$ cat config.mk
export PLATFORM = sky130hd
export DESIGN_NAME = pn_frame_gen
export DESIGN_NICKNAME = d
export VERILOG_FILES = /design/src/rtl/pn_frame_pkg.sv /design/src/rtl/lfsr_prbs7.sv /design/src/rtl/pn_frame_gen.sv
export SDC_FILE = /design/constraint.sdc
export NUM_CORES = 1
export LEC_CHECK = 0
export BUFFER_PORTS_ARGS = -buffer_cell sky130_fd_sc_hd__buf_4
export CAP_MARGIN = 30
export CORE_MARGIN = 3
export CORE_UTILIZATION = 35
export CTS_CLUSTER_DIAMETER = 120
export DETAILED_ROUTE_END_ITERATION = 12
export HOLD_SLACK_MARGIN = 0.05
export PLACE_DENSITY = 0.57
export SKIP_CTS_REPAIR_TIMING = 1
export SLEW_MARGIN = 20
export SYNTH_ARGS = -nofsm -noshare
export SYNTH_HDL_FRONTEND = slang
export SYNTH_HIERARCHICAL = 1
export SYNTH_SLANG_ARGS = --single-unit
$ cat constraint.sdc
create_clock -name clk -period 2.4 [get_ports clk]
set_clock_uncertainty 0.05 [all_clocks]
set_input_delay 0.12 -clock clk [delete_from_list [all_inputs] [get_ports clk]]
set_output_delay 0.12 -clock clk [all_outputs]
set_load 0.02 [all_outputs]
$ cat src/rtl/pn_frame_pkg.sv
// Shared types and default constants for the PN7 framed baseband bit source.
package pn_frame_pkg;

   typedef enum logic [1:0] {
      IDLE    = 2'd0,
      SYNC    = 2'd1,
      PAYLOAD = 2'd2
   } state_t;

   localparam int unsigned DEF_LFSR_W      = 7;
   localparam logic [6:0]  DEF_TAPS        = 7'h60;      // x^7 + x^6 + 1
   localparam logic [6:0]  DEF_SEED        = 7'h7F;
   localparam int unsigned DEF_SYNC_LEN    = 7;
   localparam logic [6:0]  DEF_SYNC_WORD   = 7'b1110010;
   localparam int unsigned DEF_PAYLOAD_LEN = 24;

   // Index counter covers both the sync word and payloads of up to 255 bits.
   localparam int unsigned IDX_W = 8;

endpackage

$ cat src/rtl/lfsr_prbs7.sv
// Fibonacci LFSR PN source: MSB is the current bit, advances one step per adv.
// An all-zero state is recovered by reloading the seed while emitting 0.
module lfsr_prbs7
   import pn_frame_pkg::*;
#(
   parameter int unsigned       LFSR_W = DEF_LFSR_W,
   parameter logic [LFSR_W-1:0] TAPS   = DEF_TAPS,
   parameter logic [LFSR_W-1:0] SEED   = DEF_SEED
) (
   input  logic clk,
   input  logic rst,
   input  logic adv,
   output logic out_bit
);

   logic [LFSR_W-1:0] lfsr;
   logic              lockup;

   assign lockup  = (lfsr == '0);
   assign out_bit = lockup ? 1'b0 : lfsr[LFSR_W-1];

   // NOTE: sequential state uses non-blocking assignments only, so every
   // flop samples the pre-edge value regardless of statement order.
   always_ff @(posedge clk) begin
      if (rst) begin
         lfsr <= SEED;
      end else if (adv) begin
         if (lockup) lfsr <= SEED;
         else        lfsr <= {lfsr[LFSR_W-2:0], ^(lfsr & TAPS)};
      end
   end

endmodule

$ cat src/rtl/pn_frame_gen.sv
// Framed baseband source: sync word then PN7 payload, one bit per rising
// edge of the in-domain symbol clock, with optional differential encoding.
module pn_frame_gen
   import pn_frame_pkg::*;
#(
   parameter int unsigned         LFSR_W      = DEF_LFSR_W,
   parameter logic [LFSR_W-1:0]   TAPS        = DEF_TAPS,
   parameter logic [LFSR_W-1:0]   SEED        = DEF_SEED,
   parameter int unsigned         SYNC_LEN    = DEF_SYNC_LEN,
   parameter logic [SYNC_LEN-1:0] SYNC_WORD   = DEF_SYNC_WORD,
   parameter int unsigned         PAYLOAD_LEN = DEF_PAYLOAD_LEN,
   parameter bit                  DIFF_EN     = 1'b0
) (
   input  logic       clk,
   input  logic       rst,
   input  logic       en,
   input  logic       sym_clk,
   output logic       bit_out,
   output logic       bit_valid,
   output logic       in_sync,
   output logic       frame_start,
   output logic [7:0] frame_cnt
);

   localparam logic [IDX_W-1:0] SYNC_LAST    = IDX_W'(SYNC_LEN - 1);
   localparam logic [IDX_W-1:0] PAYLOAD_LAST = IDX_W'(PAYLOAD_LEN - 1);

   state_t              state;
   logic [IDX_W-1:0]    idx;
   logic                sym_d;
   logic                tick;
   logic                adv;
   logic                pn_bit;
   logic [SYNC_LEN-1:0] sync_shift;
   logic                sync_bit;

   assign tick = sym_clk & ~sym_d;

   // Sync bits leave MSB first: shifting left by idx brings bit idx to the top.
   assign sync_shift = SYNC_WORD << idx;
   assign sync_bit   = sync_shift[SYNC_LEN-1];

   // The LFSR only steps on ticks that actually emit a payload bit.
   assign adv = (state == PAYLOAD) && en && tick;

   lfsr_prbs7 #(
      .LFSR_W (LFSR_W),
      .TAPS   (TAPS),
      .SEED   (SEED)
   ) u_lfsr (
      .clk     (clk),
      .rst     (rst),
      .adv     (adv),
      .out_bit (pn_bit)
   );

   always_ff @(posedge clk) begin
      if (rst) begin
         // NOTE: sym_d resets high so a sym_clk already high at release is not an edge.
         sym_d       <= 1'b1;
         state       <= IDLE;
         idx         <= '0;
         bit_out     <= 1'b0;
         bit_valid   <= 1'b0;
         in_sync     <= 1'b0;
         frame_start <= 1'b0;
         frame_cnt   <= '0;
      end else begin
         sym_d       <= sym_clk;
         bit_valid   <= 1'b0;
         frame_start <= 1'b0;

         case (state)
            IDLE: begin
               if (en) begin
                  state <= SYNC;
                  idx   <= '0;
               end
            end

            SYNC: begin
               if (!en) begin
                  state <= IDLE;
               end else if (tick) begin
                  bit_out     <= sync_bit;
                  in_sync     <= 1'b1;
                  bit_valid   <= 1'b1;
                  frame_start <= (idx == '0);
                  if (idx == SYNC_LAST) begin
                     state <= PAYLOAD;
                     idx   <= '0;
                  end else begin
                     idx <= idx + 1'b1;
                  end
               end
            end

            PAYLOAD: begin
               if (!en) begin
                  state <= IDLE;
               end else if (tick) begin
                  // Differential reference chains from the last sync bit.
                  bit_out   <= DIFF_EN ? (pn_bit ^ bit_out) : pn_bit;
                  in_sync   <= 1'b0;
                  bit_valid <= 1'b1;
                  if (idx == PAYLOAD_LAST) begin
                     state     <= SYNC;
                     idx       <= '0;
                     frame_cnt <= frame_cnt + 1'b1;
                  end else begin
                     idx <= idx + 1'b1;
                  end
               end
            end

            default: begin
               state <= IDLE;
               idx   <= '0;
            end
         endcase
      end
   end

endmodule

* After elaboration in Yosys (flattened, before gate mapping)
Cells that the tools add are included.
** Word-level totals
- Bits in registers :: 30
- Input port bits :: 4
- Output and inout port bits :: 12
- Word-level logic and storage cells :: 74
** Operators by class
- Add/sub/neg operators :: 2
- Equal/unequal tests :: 13
- Shift-type cells :: 1
- Muxes and demuxes :: 29
- Bitwise operators :: 6
- Reduce and logical (&&, ||, !) cells :: 14
** Operator list (count)
- $mux W8 :: 7
- $pmux W8 S3 :: 1
- $add A8 B1 Y8 const B :: 2
- $reduce_and A5 Y1 :: 3
- $mux W2 :: 7
- $mux W1 :: 10
- $ne A2 B2 Y1 const B :: 5
- $ne A3 B3 Y1 const B :: 3
- $eq A8 B3 Y1 const B :: 1
- $eq A8 B5 Y1 const B :: 1
- $logic_not A8 Y1 :: 1
- $shl A7 B8 Y7 const A :: 1
- $logic_not A7 Y1 :: 1
- $mux W7 :: 1
- $reduce_xor A7 Y1 :: 1
- $pmux W2 S3 :: 1
- $not A1 Y1 :: 5
- $pmux W1 S2 :: 2
- $reduce_and A4 Y1 :: 1
- $reduce_or A4 Y1 :: 1
- $ne A3 B2 Y1 const B :: 1
- $reduce_or A3 Y1 :: 1
- $eq A2 B1 Y1 const B :: 1
- $eq A2 B2 Y1 const B :: 1
- other kinds (5) :: 6

* Longest topological paths before layout
Gate-level depths: netlist of the first run.
- Word-level depth :: 5
- Gate-level depth with buffers :: 7
- Gate-level depth less buffers :: 6

* Modules after synthesis
The synthesis of the first run kept the hierarchy.
** By module, submodules not included
- pn_frame_gen :: instances 1, cells each 156, area an instance 1293.7 sq um, sequential area each 460.4 sq um
- lfsr_prbs7 :: instances 1, cells each 36, area an instance 324.1 sq um, sequential area each 140.1 sq um

* Least setup slack after synthesis of the first run
No wires, ideal clock.
- Kind :: register to register
- From :: register idx[3]
- To :: register frame_cnt[6]
- Setup time :: 0.071 ns
- Arrival time :: 2.009 ns
- Required time :: 2.279 ns
- Slack :: 0.270 ns
- Cell stages (with the launch flop) :: 6
- Clock period less this slack :: 2.130 ns
- Path through :: dfxtp_1 -> or4_1 -> buf_2 -> or4_4 -> or4_1 -> a21oi_1
** On the way
- Longest elaborated chain between the ends :: 2
** RTL lines
- from (decl) :: RTL line pn_frame_gen.sv:29 : logic [IDX_W-1:0] idx;
- from (signal assigned) :: RTL line pn_frame_gen.sv:93 : idx <= idx + 1'b1;
- from (signal assigned) :: RTL line pn_frame_gen.sv:111 : idx <= idx + 1'b1;
- $eq A8 B5 Y1 :: RTL line pn_frame_gen.sv:106 : if (idx == PAYLOAD_LAST) begin
- $reduce_and A4 Y1 (no line)
- to (signal assigned) :: RTL line pn_frame_gen.sv:109 : frame_cnt <= frame_cnt + 1'b1;
- to (decl) :: RTL line pn_frame_gen.sv:22 : output logic [7:0] frame_cnt
Every way passes these cells.
A chain may end at the register's enable or synchronous reset.

* Worst setup path in the final report of the first run
Same ends and word-level chain as after synthesis.

==> results of run 1 <==
## path summary, 6_finish.rpt
check	start	endpoint	slack, ps	depth (start not counted)
max	idx[3]	frame_cnt[6]	290	4
max reg2reg	idx[3]	frame_cnt[6]	290	4
min	en	state[1]	120	3
min reg2reg	bit_out	bit_out	430	2
## power groups by stage
stage	Combinational [mW]	Clock [mW]	Sequential, mW
2_1_floorplan	0.163	0	0.534
3_3_place_gp	0.247	0	0.535
3_5_place_dp	0.244	0	0.535
4_1_cts	0.245	0.427	0.524
5_1_grt	0.276	0.450	0.526
6_report	0.243	0.416	0.524
## final cells by class
cell class | instances | area, sq um
clock buffers | 7 | 86.3
clock inverters | 1 | 5.00
fillers | 450 | 2490
inverters | 9 | 33.8
multi-input cells | 146 | 955
flip-flops and latches | 30 | 601
well taps | 52 | 65.1
repair buffers | 23 | 175
## kinds of logic (layout without fill, tap and decap cells)
| group | after synthesis | count (layout) | share of synthesized area |
|---|---|---|---|
| AND/OR/NAND/NOR | 89 | 89 | 0.315 |
| AO/OA/AOI/OAI | 39 | 39 | 0.154 |
| flip-flops | 30 | 30 | 0.371 |
| buffers and inverters | 16 | 40 | 0.0387 |
| adder cells (fa/ha/maj) | 8 | 8 | 0.0619 |
| XOR/XNOR | 5 | 5 | 0.0271 |
| multiplexers | 5 | 5 | 0.0325 |
## critical path: cells and delay by family (launching register included)
family           cells  cell delay [ps]
AND/OR/NAND/NOR      3             1480
flip-flops           1              360
AO/OA/AOI/OAI        1              140
## flip-flops by register name (all words and copies together) (netlist names)
name         count
u_lfsr/lfsr      7
sym_d            1
in_sync          1
frame_start      1
bit_out          1
idx              8
bit_valid        1
state            2
frame_cnt        8
## cell usage in the layout, fill, tap and decap left out, types with 2 or more instances in the layout
master,Yosys,final
buf_4,0,22
nor2b_1,2,2
or4_1,4,4
a211oi_1,2,2
nand2_1,16,16
a21o_1,3,3
nand2b_1,6,6
a21oi_1,17,17
nand4b_1,2,2
nor3_1,10,10
dfxtp_1,30,30
nor2_1,15,15
nand3b_1,2,2
o311a_1,2,2
inv_1,9,9
o221ai_1,5,5
or3_1,2,2
xnor2_1,4,4
o21ai_0,5,5
mux2_2,2,2
mux2i_1,3,3
ha_1,8,8
or2_2,2,2
clkbuf_8,0,6
nor4_1,3,3
nand3_1,9,9
and3_1,2,2
nor3b_1,7,7
o211ai_1,2,2
## cell usage after synthesis (3+ instances only)
cell and number:
ha_1 8, nand3_1 9, nor3b_1 7, xnor2_1 4, inv_1 9, a21oi_1 17, nor2_1 15, nand2_1 16
o221ai_1 5, clkbuf_1 5, or4_1 4, mux2i_1 3, o21ai_0 5, nor4_1 3, a21o_1 3, nand2b_1 6
dfxtp_1 30, nor3_1 10
## layer usage
layer | vias up | track usage | routed length, um
met5 | - | 0 | 0
met4 | 0 | 0.0503 | 51
met3 | 7 | 0.0378 | 204
met2 | 29 | 0.199 | 1530
met1 | 660 | 0.194 | 1700
li1 | 746 | - | -
==> impl_metrics.yaml, run 1 <==
clocking:
  clockBufferDepth: 2
  numCtsBuffers: 5
  cts_num_sinks: 30
  cts_tree: "built"
  cts.clk_slew.worst_paths_ps: 60
  htreeDepth: 2
  cts-root-buf: "clkbuf_8"
  insertion_delay_ps: 280
route:
  viasPerCell: 5.38
  dr.pass1.iters: 4
  wl_um: 3490
  initialDrtViolationCount: 74
  num_vias: 1442
  wire_per_inst_um: 13.0
  ant_nets: 0
  drc: 0
final_layout:
  final_core_util: 0.435
  area_growth_pct: 18.7
  instances_no_fill: 268
  drive_above_1_share: 0.167
  nets: 227
  design_area_sq_um: 1920
  antenna_cells: 0
global_routing:
  grt_pass1_wl_um: 5810
  grt_overflow: 0
  grt_max_degree: 37
  grt_pass1_vias: 1226
  grt_usage: 0.137
  antenna_found_initial: 0
floorplanning:
  rows: 24
  die_w_um: 74.0
  dieArea_sq_um: 5470
  initial_utilization: 0.366
  coreArea_sq_um: 4410
  die_h_um: 74.0
  ios: 16
logic_synthesis:
  yosys_warnings: 6
  synth.area.top_cells: "dfxtp_1 (37%), ha_1 (6.2%), a21oi_1 (5.3%)"
  synth_cell_type_count: 40
  syn_inst: 192
  synth_area_sq_um: 1620
  synth_ff_type: "dfxtp_1"
  syn-mean-instance-area_sq_um: 8.43
  synth-edff-count: 0
  synth_seq_cells: 30
  ys_seq_area_frac: 0.371
  synth_area_leader_cell: "dfxtp_1"
  synth_top_area_share: 0.371
  synth_nets: 204
  synthArstFlopShare: 0
power:
  ir_worst_vdd_mv: 0.319
  power_mw: 1.18
  power_density_nw_per_um2: 616
  pwr-share-comb: 0.206
  switching_share: 0.290
  pwr-share-clk: 0.352
  p_leak_nw: 0.712
  intPower_uw: 840
  switchingPower_uw: 344
  seqPwrFrac: 0.443
sta:
  fmax_mhz: 474
  hold_slack_ps: 117
  rsz0062_at_grt: "no"
  fin_tns_setup_ps: 0
  finalHoldViolations: 0
  finalCritPeriodShare: 0.878
  fin_crit_ps: 2110
  slew_viol_final: 0
  worst_pin_slew_ps: 588
  worst_slack_ps: 292
  setup_viol: 0
  slew_headroom: 0.606
place:
  dp_cells: 259
  post-place-ws_ps: 298
  place_congestion: 0.761
  place_area_sq_um: 1820
  port_buffers: 15
  hpwl_um: 2570
critical_path:
  crit_path_max_incr_delay_ps: 570
  crit_arrival_ps: 2270
  path_max_fanout: 8
  required_ps: 2560
  cp_slowest_cell: "or4_1"
  cp-end-kind: "flip-flop"
  crit_path_cell_trace: "or4_1 > or4_4 > or4_1 > a21oi_1"
  path_class: "reg2reg"
  crit_top_cell: "or4_1"
  setup.worst_path.start_class: "flip-flop"
hold_path:
  hold_class: "in2reg"
run_status:
  status: "finished, final reports clean"
job:
  drv_cap: 0
No activity file was read; power rests on OpenSTA's default activity.
==> inputs of run 2 (changes only) <==
RECOVER_POWER = 100   (was unset)
==> run 2 against run 1 <==
  * Design area is 3.7% lower
  * Hold slack lost 0.79 ps
  * Total power is 0.77% lower
  * Global-route usage did not move
  * Largest cell class unchanged
  * Critical path depth up 1
  * Highest routed layer unchanged
  * Clock power is essentially flat
  * Core utilization decreased by 1.6 points
  * Count of clock-buffer cells in the layout stayed put
==> impl_metrics.yaml, run 2 (same netlist as run 1, synthesis figures left out) <==
run_status:
  status: "finished, final reports clean"
hold_path:
  min_delay_path_depth: 3
  hold_class: "in2reg"
  worstHoldEndpoint: "state[1]"
  worstHoldStart: "en"
floorplanning:
  ios: 16
  die_w_um: 74.0
  die_h_um: 74.0
  rows: 24
  dieArea_sq_um: 5470
  initial_utilization: 0.366
  coreArea_sq_um: 4410
clocking:
  cts.clk_slew.worst_paths_ps: 60
  numCtsBuffers: 5
  insertion_delay_ps: 280
  cts_num_sinks: 30
  htreeDepth: 2
  cts-root-buf: "clkbuf_8"
  cts_tree: "built"
  clockBufferDepth: 2
sta:
  setup_viol: 0
  slew_viol_final: 0
  rsz0062_at_grt: "no"
  hold_slack_ps: 117
  worst_slack_ps: 259
  fmax_mhz: 467
  finalCritPeriodShare: 0.892
  slew_headroom: 0.611
  worst_pin_slew_ps: 580
  fin_tns_setup_ps: 0
  fin_crit_ps: 2140
  finalHoldViolations: 0
power:
  power_density_nw_per_um2: 635
  ir_worst_vdd_mv: 0.314
  p_leak_nw: 0.637
place:
  port_buffers: 15
  post-place-ws_ps: 298
  hpwl_um: 2570
  place_area_sq_um: 1820
  place_congestion: 0.761
  dp_cells: 259
route:
  drc: 0
  route.top_layer_used: "met4"
  dr.pass1.iters: 4
  viasPerCell: 5.40
  initialDrtViolationCount: 56
  num_vias: 1447
  wl_met2_um: 1560
  wl_um: 3490
  wl_met1_um: 1720
  ant_nets: 0
  wl_met3_um: 167
  wire_per_inst_um: 13.0
critical_path:
  cp-end-kind: "flip-flop"
  crit_path_cell_trace: "or4_1 > clkbuf_1 > or3_1 > a21oi_1 > mux2i_1"
  crit_arrival_ps: 2300
  required_ps: 2560
  path_class: "reg2reg"
  worstReg2RegStart: "idx[3]"
  ff2ff_path_depth: 5
  crit_path_max_incr_delay_ps: 560
  r2r_end: "state[0]"
  setup.worst_path.start_class: "flip-flop"
  cp_slowest_cell: "or4_1"
  path_max_fanout: 8
  r2r_setup_slack_ps: 260
final_layout:
  nets: 227
  antenna_cells: 0
  design_area_sq_um: 1850
  layout_commonest_cell: "dfxtp_1"
  drive_above_1_share: 0.0787
  final_cell_mix: "dfxtp_1 (30), clkbuf_1 (19), a21oi_1 (17)"
  nFillCells: 470
  reg.largest.list: "frame_cnt x8, idx x8, u_lfsr/lfsr x7"
  area_growth_pct: 14.3
  instances_no_fill: 268
global_routing:
  grt_pass1_wl_um: 5810
  antenna_found_initial: 0
  grt_max_degree: 37
  grt_usage: 0.137
  grt_overflow: 0
  grt_pass1_vias: 1226
job:
  drv_cap: 0
run 2: cell types whose count changed in the layout (fill, tap and decap cells not counted):
cell / delta
or4_4: -1
or4_1: +1
buf_4: -18
clkbuf_1: +18
run 2: stage by stage:
stage | total power [mW] | util
finish | 1.17 | 0.419
global route | 1.24 | 0.419
CTS | 1.20 | 0.433
detailed placement | 0.779 | 0.412
global placement | 0.783 | 0.412
floorplan | 0.697 | -
run 2: how the worst max path moves through the flow:
stage	startpoint	end	depth (start not counted)
2_1_floorplan	idx[3]	frame_cnt[6]	5
3_3_place_gp	idx[3]	frame_cnt[6]	4
3_5_place_dp	idx[3]	state[1]	5
4_1_cts	idx[3]	state[0]	5
5_1_grt	state[0]	idx[6]	8
6_report	idx[3]	state[0]	5
run 2: layer usage:
layer	global-route usage	vias up
met4	0.0503	0
met1	0.194	669
met2	0.199	23
li1	-	748
met3	0.0378	7
met5	0	-
run 2: where the power goes:
group / leakage, nW / switching (mW) / internal [mW]
combinational: 0.346 / 0.147 / 0.0872
sequential: 0.242 / 0.0125 / 0.511
clock: 0.0482 / 0.185 / 0.231
total: 0.637 / 0.345 / 0.829
run 2: worst max-delay path: cells and delay by family (launching register included):
family | cells | cell delay, ps
and+or+nand+nor | 2 | 980
DFF | 1 | 360
AOI/OAI and AO/OA | 1 | 270
buffers and inverters | 1 | 210
muxes | 1 | 210
run 2: layout make-up:
| class | instances | area, sq um | area share |
|---|---|---|---|
| inverters | 9 | 33.8 | 0.0183 |
| repair buffers | 23 | 108 | 0.0582 |
| well taps | 52 | 65.1 | 0.0352 |
| clock buffers | 7 | 86.3 | 0.0467 |
| multi-input cells | 146 | 951 | 0.514 |
| clock inverters | 1 | 5.00 | 0.00271 |
| flip-flops and latches | 30 | 601 | 0.325 |
